==> src/rtl/cnn_pkg.sv <==
// cnn_pkg: geometry and pixel-format constants shared by the conv2 window buffer and the MAC calculators.
package cnn_pkg;
  localparam int FILTER_SIZE = 5;
  localparam int TAPS = FILTER_SIZE * FILTER_SIZE;
  localparam int CONV2_WIDTH = 12;
  localparam int CONV2_HEIGHT = 12;
  localparam int CONV2_DATA_BITS = 12;
endpackage

==> src/rtl/raster_pos_counter.sv <==
// raster_pos_counter: tracks the (x,y) raster coordinate of the pixel being accepted and flags full-window positions.
module raster_pos_counter
  import cnn_pkg::*;
#(
  parameter int WIDTH = CONV2_WIDTH,
  parameter int HEIGHT = CONV2_HEIGHT
) (
  input  logic clk,
  input  logic rst_n,
  input  logic advance,
  output logic in_window
);
  localparam int XW = $clog2(WIDTH);
  localparam int YW = $clog2(HEIGHT);
  logic [XW-1:0] x;
  logic [YW-1:0] y;
  logic x_end, y_end;
  assign x_end = x == XW'(WIDTH - 1);
  assign y_end = y == YW'(HEIGHT - 1);
  always_ff @(posedge clk or negedge rst_n) begin
    if (!rst_n) begin
      x <= '0;
      y <= '0;
    end else if (advance) begin
      x <= x_end ? '0 : x + 1'b1;
      if (x_end) y <= y_end ? '0 : y + 1'b1;
    end
  end
  // Gating on both coordinates keeps windows from straddling row wraps or frames.
  assign in_window = x >= XW'(FILTER_SIZE - 1) && y >= YW'(FILTER_SIZE - 1);
endmodule

==> src/rtl/conv2_window_buf.sv <==
// conv2_window_buf: 5x5 sliding-window line buffer presenting all taps of the current window in parallel.
module conv2_window_buf
  import cnn_pkg::*;
#(
  parameter int WIDTH = CONV2_WIDTH,
  parameter int HEIGHT = CONV2_HEIGHT,
  parameter int DATA_BITS = CONV2_DATA_BITS
) (
  input  logic                      clk,
  input  logic                      rst_n,
  input  logic                      valid_in,
  input  logic [DATA_BITS-1:0]      max_value,
  output logic [TAPS*DATA_BITS-1:0] data_out,
  output logic                      valid_out_buf
);
  localparam int DEPTH = (FILTER_SIZE - 1) * WIDTH + FILTER_SIZE;
  if (WIDTH < FILTER_SIZE || HEIGHT < FILTER_SIZE) begin : g_bad_geometry
    $error("conv2_window_buf: WIDTH and HEIGHT must be at least %0d", FILTER_SIZE);
  end
  logic [DEPTH-1:0][DATA_BITS-1:0] sr;
  logic in_window;
  raster_pos_counter #(.WIDTH(WIDTH), .HEIGHT(HEIGHT)) u_pos (
    .clk(clk),
    .rst_n(rst_n),
    .advance(valid_in),
    .in_window(in_window)
  );
  always_ff @(posedge clk or negedge rst_n) begin
    if (!rst_n) begin
      sr <= '0;
      valid_out_buf <= 1'b0;
    end else begin
      valid_out_buf <= valid_in && in_window;
      if (valid_in) sr <= {sr[DEPTH-2:0], max_value};
    end
  end
  // Entry 0 is the newest pixel, so the bottom-right tap reads entry 0 and the top-left the oldest.
  for (genvar r = 0; r < FILTER_SIZE; r++) begin : g_row
    for (genvar c = 0; c < FILTER_SIZE; c++) begin : g_col
      assign data_out[(FILTER_SIZE*r+c)*DATA_BITS +: DATA_BITS] =
        sr[(FILTER_SIZE-1-r)*WIDTH + (FILTER_SIZE-1-c)];
    end
  end
endmodule

==> config.mk <==
export PLATFORM = sky130hd
export DESIGN_NAME = conv2_window_buf
export DESIGN_NICKNAME = d
export VERILOG_FILES = /design/src/rtl/cnn_pkg.sv /design/src/rtl/raster_pos_counter.sv /design/src/rtl/conv2_window_buf.sv
export SDC_FILE = /design/constraint.sdc
export NUM_CORES = 1
export LEC_CHECK = 0
export ABC_AREA = 1
export BUFFER_PORTS_ARGS = -buffer_cell sky130_fd_sc_hd__buf_4
export CAP_MARGIN = 5
export CORE_UTILIZATION = 50
export DETAILED_ROUTE_END_ITERATION = 6
export PLACE_DENSITY_LB_ADDON = 0.3
export SYNTH_ARGS = -nofsm -noshare
export SYNTH_HDL_FRONTEND = slang
export SYNTH_SLANG_ARGS = --single-unit
==> constraint.sdc <==
create_clock -name clk -period 1.35 [get_ports clk]
set_input_delay 0.2025 -clock clk [delete_from_list [all_inputs] [get_ports clk]]
set_output_delay 0.2025 -clock clk [all_outputs]
set_load 0.01 [all_outputs]
Word level (Yosys, flattened, before mapping) --
Index checks and enable logic that the tools add are counted.
Storage, ports and cells: bits in registers 645, latch bits 0, RAM bits 0, ROM bits 0, input port bits 15, memories 0
Operators by class: $add $sub $neg 2, multiply operators 0, div/mod/pow operators 0, $lt $le $gt $ge 2, equal/unequal tests 2, shift operators 0, mux-type cells 2, bitwise logic cells 0, reduce and logical (&&, ||, !) cells 3
Operator list (count):
- $add 4x1->4 const B | 2
- $eq 4x4->1 const B | 2
- $ge 4x3->1 const B | 2
- $mux 4 | 2
- $logic_and 1x1->1 | 2
- $reduce_and 2->1 | 1

Longest topological paths before layout --
Gate-level depths: netlist of run 1.
word-level depth 3, depth in mapped cells 7, gate-level depth less buffers 7

Modules after synthesis --
Synthesis of run 1 repeated with hierarchy kept, for this count alone.
Unflattened totals: cells, all modules 3043, area total of the unflattened synthesis 26539.2 µm²
By module, submodules not included:
- conv2_window_buf | times used 1, cells an instance 2989, area an instance 26097.5 µm², sequential area each 15940.3 µm²
- raster_pos_counter | times used 1, cells an instance 54, area an instance 441.7 µm², sequential area each 200.2 µm²

Least setup slack after synthesis of run 1 --
No wires, ideal clock.
kind register to register, from register u_pos.x[0], to register u_pos.y[3], library setup time 0.113 ns, arrival time 0.917 ns, slack 0.321 ns, cell stages (with the launch flop) 8, cells stage by stage dfrtp_1 > ha_1 > nand2_4 > nor2_8 > nand2_2 > nand2_1 > nand2_1 > inv_1
Between the ends: cells in the longest elaborated chain, start to end 2
RTL lines:
- start: declaration | line raster_pos_counter.sv:15 | logic [XW-1:0] x;
- start signal: assignment | line raster_pos_counter.sv:25 | x <= x_end ? '0 : x + 1'b1;
- $eq 4x4->1 | line raster_pos_counter.sv:18 | assign x_end = x == XW'(WIDTH - 1);
- $reduce_and 2->1 (no line)
- end signal: assignment | line raster_pos_counter.sv:26 | if (x_end) y <= y_end ? '0 : y + 1'b1;
- end: declaration | line raster_pos_counter.sv:16 | logic [YW-1:0] y;
Every way passes these cells. A chain may end at the register's enable or synchronous reset.

Final worst setup path of run 1 --
from register sr, in the netlist data_out[248], to output port data_out[248]
RTL lines:
- start: declaration | line conv2_window_buf.sv:20 | logic [DEPTH-1:0][DATA_BITS-1:0] sr;
- start signal: assignment | line conv2_window_buf.sv:34 | if (valid_in) sr <= {sr[DEPTH-2:0], max_value};
- end: declaration | line conv2_window_buf.sv:13 | output logic [TAPS*DATA_BITS-1:0] data_out,
No word-level cell between the ends.

==> impl_metrics.json, run 1 <==
{
  "yosys_warnings": 0,
  "worstReg2RegEnd": "u_pos.y[3]$_DFFE_PN0P_",
  "insertion_delay_ns": 0.59,
  "wire_length_of_the_first_global_routing_pass_um": 99800,
  "rows": 84,
  "drt_total_wl_um": 62500,
  "rsz0062_at_grt": "true",
  "most_common_cell_after_layout_fill_and_taps_aside": "nand2_1",
  "timing.final.setup_violations": 30,
  "crit_required_ns": 1.15,
  "tritoncts": "done",
  "final_antenna_net_count": 0,
  "p_leak_nw": 19.5,
  "synth.area.mux_share_pct": 0,
  "first_global_vias": 20200,
  "fp.dieH_um": 234,
  "final.setup.worst_slack_ns": -0.0247,
  "area_growth_syn_to_layout_pct": 25.6,
  "synthesis.nets": 3043,
  "power_per_cell_area_nw_per_um2": 1450,
  "io_buffer_count": 315,
  "critical_path.cell_chain": "buf_6",
  "worst_r2r_path_depth": 7,
  "global_placement_routability_congestion": 0.836,
  "synth-adder-area-share_pct": 0.0929,
  "io_pins": 316,
  "place_area_um2": 27900,
  "fin_crit_sh_pct": 102,
  "worstReg2RegStart": "u_pos.x[0]$_DFFE_PN0P_",
  "initialDrtViolationCount": 1357,
  "post_synth_xor_area_fraction_pct": 0.0325,
  "layout.cell_area.non_filler_um2": 33800,
  "fin_worst_skew_ns": 0.0156,
  "placeable_core_region_um2": 52900,
  "groute.usage.overall_pct": 22.7,
  "worst_path_dominant_cell_family": "flip-flops",
  "yosysSeqAreaShare_pct": 59.9,
  "synth_seq_cells": 645,
  "cts_made_buffers": 68,
  "fraction_of_layout_instances_using_a_drive_strength_above_1_pct": 24.7,
  "htree_levels": 3,
  "detailed_route_via_count": 19900,
  "timing.critical_path.slowest_cell_delay_ns": 0.43,
  "fmaxAchievable_mhz": 727,
  "initial_standard_cell_utilization_of_the_core_pct": 50.9,
  "syn_inst": 3026,
  "relSlewSlack_pct": 66.4,
  "synth_simple_gate_area_share_pct": 26.5,
  "critical_path_class": "flop to output port",
  "final_nets": 3416,
  "synthesis.area_um2": 26900,
  "peakVddDrop_uv": 1040,
  "number_of_buffer_and_inverter_instances_along_the_worst_setup_path": 1,
  "r2r_setup_slack_ns": 0.16,
  "die-area_um2": 54800,
  "root_buffer": "clkbuf_16",
  "grt_start_max_net_pins": 104,
  "routed_wire_length_per_instance_um": 15.1,
  "synth_top_family_by_area": "simple AND/OR/NAND/NOR gates",
  "arrival_worst_endpoint_ns": 1.17,
  "min_path_type": "primary input to asynchronous set/reset pin",
  "remaining_drc_errors": 21,
  "finalCoreUtilization_pct": 64.0,
  "max_slew.worst_pin.slew_ns": 0.504,
  "drv_cap": 0,
  "synth.top_cells.by_area": "dfrtp_1, nand2_1, buf_4",
  "postSynthAreaPerCell_um2": 8.90,
  "detail_route.first_pass.iterations": 7,
  "synth_area_leader_cell": "dfrtp_1",
  "post_route_setup_tns_ns": -0.291,
  "clockBufferDepth": 3,
  "failed_checks": "DRC, setup timing",
  "yosys.cell_types.count": 22,
  "fin_crit_ns": 1.37,
  "synth_compound_area_share_pct": 0.576,
  "timing_hold_violations_final": 0,
  "slowest_stage": "dfrtp_1",
  "antenna_found_initial": 0,
  "numClockSinks": 645,
  "worst_setup_hold_path_clk_slew_ns": 0.06,
  "pins_over_their_slew_limit": 0,
  "crit_path_end_kind": "output port",
  "crit_fanout": 2,
  "startpoint_type": "flop",
  "final_cell_mix": "nand2_1, dfrtp_1, buf_4",
  "chipWidth_um": 234,
  "grt.overflow.total": 0,
  "finalPower_mw": 48.9,
  "status": "finished with violations",
  "hpwl_um": 36800,
  "route.detailed.vias_per_inst": 4.82,
  "placement.setup.worst_slack_ns": 0.160,
  "antenna_cells_inserted": 0,
  "post-synth-top-area-fraction_pct": 59.9
}
==> through the flow <==
step / hold WS (ns) / cells
after CTS: 0.0113 / 4072
after floorplan: -0.0931 / 3026
after detailed placement: 0.0537 / 3679
after global placement: 0.0554 / 3679
after global routing: 0.0230 / 4136
final: 0.0323 / 4136
==> timing repair <==
| item | in CTS | in global routing |
|---|---|---|
| hold endpoints to repair | 665 | 0 |
| hold buffers | 14 | 0 |
| endpoints found under the setup margin | 300 | 298 |
| gates cloned | 0 | 0 |
| resized for setup | 269 | 39 |
| buffers inserted | 260 | 64 |
==> registers in the layout (all words and copies together), names as in the netlist <==
signal	count
valid_out_buf	1
data_out	300
u_pos.x	4
u_pos.y	4
sr	336
==> per-layer routing <==
metal / wire length, µm / part of all wire [%] / vias up / GRT usage (%)
met5: 0 / 0 / - / 0
met4: 1950 / 3.1 / 0 / 8.64
met3: 3490 / 5.6 / 142 / 5.23
met2: 32100 / 51 / 480 / 39.0
met1: 24900 / 40 / 9758 / 27.7
li1: - / - / 9537 / -
==> final cells by class <==
class | instances | area [µm²]
fillers | 4097 | 19100
multi-input cells | 1921 | 7310
inverters | 19 | 78.8
clock buffers | 98 | 2000
clock inverters | 21 | 236
well taps | 688 | 861
flip-flops and latches | 645 | 16200
repair buffers | 744 | 7180
==> synth_stat cells <==
master,number
buf_6,62
nand3_1,3
clkbuf_1,1
clkbuf_8,6
nand2_2,1
o21a_1,1
o21ai_1,1
inv_2,1
o21ai_0,27
nand2_4,1
a22oi_1,1
nor2_8,1
nor3b_1,1
inv_1,18
dfrtp_1,645
xor2_1,1
ha_1,2
buf_2,70
nand2_1,1873
nand4_1,1
buf_4,302
nor2_1,7
==> report_power, final <==
group	internal [mW]	switching (mW)	leakage, nW
Combinational	3.80	3.61	9.59
Sequential	21.3	1.51	8.78
Clock	11.1	7.61	1.10
Total	36.2	12.7	19.5
==> cell families (layout without fill, tap and decap cells) <==
family / count (synthesis) / after routing
buf+inv: 460 / 882
simple gates: 1888 / 1888
flops: 645 / 645
fa+ha+maj: 2 / 2
xor+xnor: 1 / 1
compound gates: 30 / 30
==> worst max path at each step <==
stage	slack (ns)	endpoint	depth (start not counted)	start
2_1_floorplan	0.32	u_pos.y[3]$_DFFE_PN0P_	7	u_pos.x[0]$_DFFE_PN0P_
3_3_place_gp	0.18	data_out[103]$_DFFE_PN0P_	5	valid_in
3_5_place_dp	0.16	data_out[151]$_DFFE_PN0P_	5	valid_in
4_1_cts	-0.06	data_out[22]	1	data_out[22]$_DFFE_PN0P_
5_1_grt	-0.08	data_out[248]	1	data_out[248]$_DFFE_PN0P_
6_report	-0.02	data_out[248]	1	data_out[248]$_DFFE_PN0P_
No activity file was read; power rests on OpenSTA's default activity.
==> run 2: changes to the inputs <==
--- a/config.mk
+++ b/config.mk
@@ -6,8 +6,9 @@
 export NUM_CORES = 1
 export LEC_CHECK = 0
 export ABC_AREA = 1
-export BUFFER_PORTS_ARGS = -buffer_cell sky130_fd_sc_hd__buf_4
+export BUFFER_PORTS_ARGS = -buffer_cell sky130_fd_sc_hd__buf_2
 export CAP_MARGIN = 5
+export CORE_ASPECT_RATIO = 0.8
 export CORE_UTILIZATION = 50
 export DETAILED_ROUTE_END_ITERATION = 6
 export PLACE_DENSITY_LB_ADDON = 0.3
==> run 2 against run 1 <==
The run ends with setup timing left. Die area about the same. Clock skew up 0.0039 ns. Critical path depth stayed put. Final area decreased by 4.8%. Sequential power about the same. Clock power down 3%. Combinational power fell by 12%.
==> impl_metrics.json, run 2 (same netlist as run 1, synthesis figures left out) <==
{
  "status": "finished with violations",
  "failed_checks": "setup timing",
  "grt.overflow.total": 0,
  "timing.final.setup_violations": 12,
  "antenna_found_initial": 0,
  "arrival_worst_endpoint_ns": 1.20,
  "final_cell_mix": "nand2_1, dfrtp_1, buf_4",
  "timing_hold_violations_final": 0,
  "startpoint_type": "flop",
  "rows": 75,
  "first_global_vias": 19000,
  "most_common_cell_after_layout_fill_and_taps_aside": "nand2_1",
  "post_route_setup_tns_ns": -0.154,
  "peakVddDrop_uv": 815,
  "fin_worst_skew_ns": 0.0195,
  "initial_standard_cell_utilization_of_the_core_pct": 51.0,
  "number_of_buffer_and_inverter_instances_along_the_worst_setup_path": 1,
  "antenna_cells_inserted": 0,
  "fillerInstances": 4393,
  "die-area_um2": 54800,
  "routed_wire_length_per_instance_um": 14.0,
  "chipWidth_um": 261,
  "max_slew.worst_pin.slew_ns": 0.454,
  "timing.critical_path.slowest_cell_delay_ns": 0.44,
  "worst_path_dominant_cell_family": "flip-flops",
  "groute.usage.overall_pct": 21.0,
  "p_leak_nw": 19.2,
  "placeable_core_region_um2": 52800,
  "wire_length_of_the_first_global_routing_pass_um": 93900,
  "drt_total_wl_um": 57800,
  "relSlewSlack_pct": 69.7,
  "power_per_cell_area_nw_per_um2": 1470,
  "fraction_of_layout_instances_using_a_drive_strength_above_1_pct": 23.9,
  "route.detailed.vias_per_inst": 4.76,
  "crit_fanout": 3,
  "max_reg_flops": 336,
  "placement.setup.worst_slack_ns": 0.161,
  "area_growth_syn_to_layout_pct": 19.6,
  "detail_route.first_pass.iterations": 5,
  "slowest_stage": "dfrtp_1",
  "global_placement_routability_congestion": 0.818,
  "crit_path_end_kind": "output port",
  "worst_setup_hold_path_clk_slew_ns": 0.06,
  "io_pins": 316,
  "fmaxAchievable_mhz": 714,
  "final_nets": 3395,
  "fin_crit_ns": 1.40,
  "min_path_type": "primary input to asynchronous set/reset pin",
  "finalHoldWorstSlack_ns": 0.108,
  "clockBufferDepth": 3,
  "fin_crit_sh_pct": 104,
  "initialDrtViolationCount": 1404,
  "io_buffer_count": 315,
  "remaining_drc_errors": 0,
  "hpwl_um": 34400,
  "pins_over_their_slew_limit": 0,
  "drv_cap": 0,
  "rsz0062_at_grt": "true",
  "finalCoreUtilization_pct": 61.0,
  "insertion_delay_ns": 0.59,
  "critical_path_class": "flop to output port",
  "grt_start_max_net_pins": 101,
  "cts_made_buffers": 66,
  "crit_required_ns": 1.15,
  "final_antenna_net_count": 0,
  "largest_register": "sr",
  "fp.dieH_um": 210,
  "critical_path.cell_chain": "buf_2",
  "tritoncts": "done",
  "numClockSinks": 645,
  "finalPower_mw": 47.4,
  "root_buffer": "clkbuf_16",
  "final.setup.worst_slack_ns": -0.0496,
  "detailed_route_via_count": 19600,
  "htree_levels": 3
}
run 2: cell type report:
type	count	area [µm²]	area share (%)
repair buffers	725	5640	17.5
clock inverters	17	199	0.618
inverters	19	78.8	0.245
flip-flops and latches	645	16100	50.1
well taps	693	867	2.69
clock buffers	97	1960	6.09
multi-input cells	1921	7310	22.7
run 2: report_power, final:
part | internal [mW] | leakage, nW | switching, mW
sequential | 21.3 | 8.79 | 1.30
clock | 10.8 | 1.07 | 7.37
combinational | 3.05 | 9.32 | 3.48
total | 35.2 | 19.2 | 12.2
run 2: path summary, 6_finish.rpt:
kind,from,endpoint,slack [ns],cells after the start
max,data_out[266]$_DFFE_PN0P_,data_out[266],-0.05,1
max in group asynchronous,rst_n,data_out[278]$_DFFE_PN0P_,0.50,3
min in group clk,max_value[5],data_out[293]$_DFFE_PN0P_,0.36,4
max reg2reg,u_pos.x[1]$_DFFE_PN0P_,u_pos.y[3]$_DFFE_PN0P_,0.21,7
min,rst_n,data_out[231]$_DFFE_PN0P_,0.11,2
min reg2reg,sr[115]$_DFFE_PN0P_,sr[127]$_DFFE_PN0P_,0.46,2
run 2: metrics by stage:
step | instance area, µm² | instances
CTS | 31300 | 4036
global placement | 27000 | 3670
detailed placement | 27000 | 3670
floorplan | 26900 | 3026
finish | 32200 | 4117
global route | 32200 | 4117
run 2: timing repair:
item,4_1_cts,5_1_grt
resized for setup,35,51
pin swaps,0,0
gates cloned,0,0
endpoints found under the setup margin,284,272
hold buffers,14,0
buffers inserted,238,81
hold endpoints to repair,488,0
run 2: metal layers:
metal  routed length, µm  track usage [%]
met4                1030             5.69
met1               25100             28.2
met5                   0                0
met3                2960             4.71
met2               28700             34.4
==> run 3: changes to the inputs <==
--- a/config.mk
+++ b/config.mk
@@ -12,6 +12,7 @@
 export CORE_UTILIZATION = 50
 export DETAILED_ROUTE_END_ITERATION = 6
 export PLACE_DENSITY_LB_ADDON = 0.3
+export SETUP_SLACK_MARGIN = 0.15
 export SYNTH_ARGS = -nofsm -noshare
 export SYNTH_HDL_FRONTEND = slang
 export SYNTH_SLANG_ARGS = --single-unit
==> run 3 against run 2 <==
The flow still finishes with violations (setup timing). Largest power group unchanged. Total power increased by 0.74%. Clock skew about the same. Highest routed layer unchanged. Wire length increased by 4.7%. Count of clock-buffer cells in the layout unchanged. Global-route usage increased by 0.084 points. Critical endpoint unchanged.
==> impl_metrics.json, run 3 (same netlist as run 1, synthesis figures left out) <==
{
  "status": "finished with violations",
  "failed_checks": "setup timing",
  "power_per_cell_area_nw_per_um2": 1460,
  "arrival_worst_endpoint_ns": 1.19,
  "initialDrtViolationCount": 1499,
  "crit_path_end_kind": "output port",
  "pins_over_their_slew_limit": 0,
  "relSlewSlack_pct": 69.1,
  "final_cell_mix": "nand2_1, dfrtp_1, buf_4",
  "global_placement_routability_congestion": 0.818,
  "tritoncts": "done",
  "final_nets": 3417,
  "placement.setup.worst_slack_ns": 0.161,
  "antenna_found_initial": 0,
  "numClockSinks": 645,
  "first_global_vias": 19100,
  "p_leak_nw": 19.4,
  "wire_length_of_the_first_global_routing_pass_um": 94200,
  "fmaxAchievable_mhz": 716,
  "detail_route.first_pass.iterations": 5,
  "crit_required_ns": 1.15,
  "final_antenna_net_count": 0,
  "fraction_of_layout_instances_using_a_drive_strength_above_1_pct": 24.4,
  "power.net_switching_mw": 12.3,
  "timing.critical_path.slowest_cell_delay_ns": 0.44,
  "timing.final.setup_violations": 13,
  "io_pins": 316,
  "remaining_drc_errors": 0,
  "worst_path_dominant_cell_family": "flip-flops",
  "detailed_route_via_count": 19900,
  "worstReg2RegStart": "u_pos.x[1]$_DFFE_PN0P_",
  "critical_path.cell_chain": "buf_2",
  "cell_internal_pwr_mw": 35.4,
  "sequentialPowerShare_pct": 47.5,
  "rows": 75,
  "topRoutingLayerUsed": "met4",
  "finalHoldWorstSlack_ns": 0.108,
  "drv_cap": 0,
  "grt.overflow.total": 0,
  "rsz0062_at_grt": "true",
  "critical_path_class": "flop to output port",
  "fin_crit_sh_pct": 103,
  "clockPowerShare_pct": 38.2,
  "most_common_cell_after_layout_fill_and_taps_aside": "nand2_1",
  "largest_register": "sr",
  "fin_crit_ns": 1.40,
  "slowest_stage": "dfrtp_1",
  "initial_standard_cell_utilization_of_the_core_pct": 51.0,
  "post_route_setup_tns_ns": -0.192,
  "pwr-share-comb_pct": 14.3,
  "antenna_cells_inserted": 0,
  "startpoint_type": "flop",
  "finalCoreUtilization_pct": 61.9,
  "root_buffer": "clkbuf_16",
  "max_slew.worst_pin.slew_ns": 0.464,
  "groute.usage.overall_pct": 21.1,
  "drt_total_wl_um": 60500,
  "peakVddDrop_uv": 817,
  "route.detailed.vias_per_inst": 4.81,
  "min_path_type": "primary input to asynchronous set/reset pin",
  "number_of_buffer_and_inverter_instances_along_the_worst_setup_path": 1,
  "route.met2.wl_um": 30000,
  "area_growth_syn_to_layout_pct": 21.5,
  "htree_levels": 3,
  "timing.critical_path.from": "data_out[266]$_DFFE_PN0P_",
  "chipWidth_um": 261,
  "die-area_um2": 54800,
  "crit_fanout": 3,
  "clockBufferDepth": 3,
  "worst_setup_hold_path_clk_slew_ns": 0.06,
  "hpwl_um": 34400,
  "switching_share_pct": 25.8,
  "insertion_delay_ns": 0.59,
  "fin_worst_skew_ns": 0.0196,
  "io_buffer_count": 315,
  "detail_route.wirelength.met1_um": 26200,
  "met3WireLength_um": 3220,
  "grt_start_max_net_pins": 101,
  "cts_made_buffers": 66,
  "placeable_core_region_um2": 52800,
  "timing_hold_violations_final": 0,
  "fp.dieH_um": 210,
  "finalPower_mw": 47.7,
  "final.setup.worst_slack_ns": -0.0471,
  "max_reg_flops": 336,
  "routed_wire_length_per_instance_um": 14.6
}
-- run 3: path summary, 6_finish.rpt --
path	cells past startpoint	slack (ns)	endpoint
max	1	-0.05	data_out[266]
min	2	0.11	data_out[231]$_DFFE_PN0P_
max reg2reg	7	0.28	u_pos.y[3]$_DFFE_PN0P_
min reg2reg	2	0.46	sr[127]$_DFFE_PN0P_
max in group asynchronous	3	0.49	sr[73]$_DFFE_PN0P_
min in group clk	5	0.31	data_out[71]$_DFFE_PN0P_
-- run 3: worst reg2reg max path, cell delays in order (launching register included) --
cell and delay [ns]:
dfrtp_1 0.38, ha_2 0.22, nand2_4 0.09, nor2_8 0.13
nand2_2 0.05, nand2_1 0.06, nand2_1 0.05, inv_1 0.04
-- run 3: power groups by stage --
| stage | Sequential (mW) | Combinational (mW) | Clock (mW) |
|---|---|---|---|
| after floorplan | 22.6 | 4.10 | 0 |
| after CTS | 22.6 | 6.21 | 18.7 |
| after detailed placement | 23.1 | 4.84 | 0 |
| after global routing | 22.8 | 7.59 | 19.5 |
| after global placement | 23.0 | 4.68 | 0 |
| final | 22.6 | 6.84 | 18.2 |
-- run 3: timing repair --
item,CTS,global route
buffers inserted,248,82
endpoints found under the hold margin,488,0
gates resized for setup,47,66
gates cloned,0,11
pin swaps,0,1
endpoints found under the setup margin,301,400
hold buffers,14,0
-- run 3: layout make-up --
class / count / area (µm²)
Fill cell: 4315 / 20100
Tap cell: 693 / 867
Clock buffer: 97 / 1960
Sequential cell: 645 / 16100
Clock inverter: 17 / 199
Multi-Input combinational cell: 1922 / 7330
Inverter: 19 / 97.6
Timing Repair Buffer: 746 / 6130
-- run 3: per-layer routing --
layer | GRT usage (%) | vias to the layer above
li1 | - | 9562
met2 | 34.7 | 481
met1 | 28.1 | 9791
met3 | 4.73 | 80
met5 | 0 | -
met4 | 5.69 | 0
-- run 3: stage by stage --
stage	area [µm²]	std cells
6_report	32700	4139
5_1_grt	32700	4139
4_1_cts	31500	4046
3_5_place_dp	27000	3670
3_3_place_gp	27000	3670
2_1_floorplan	26900	3026
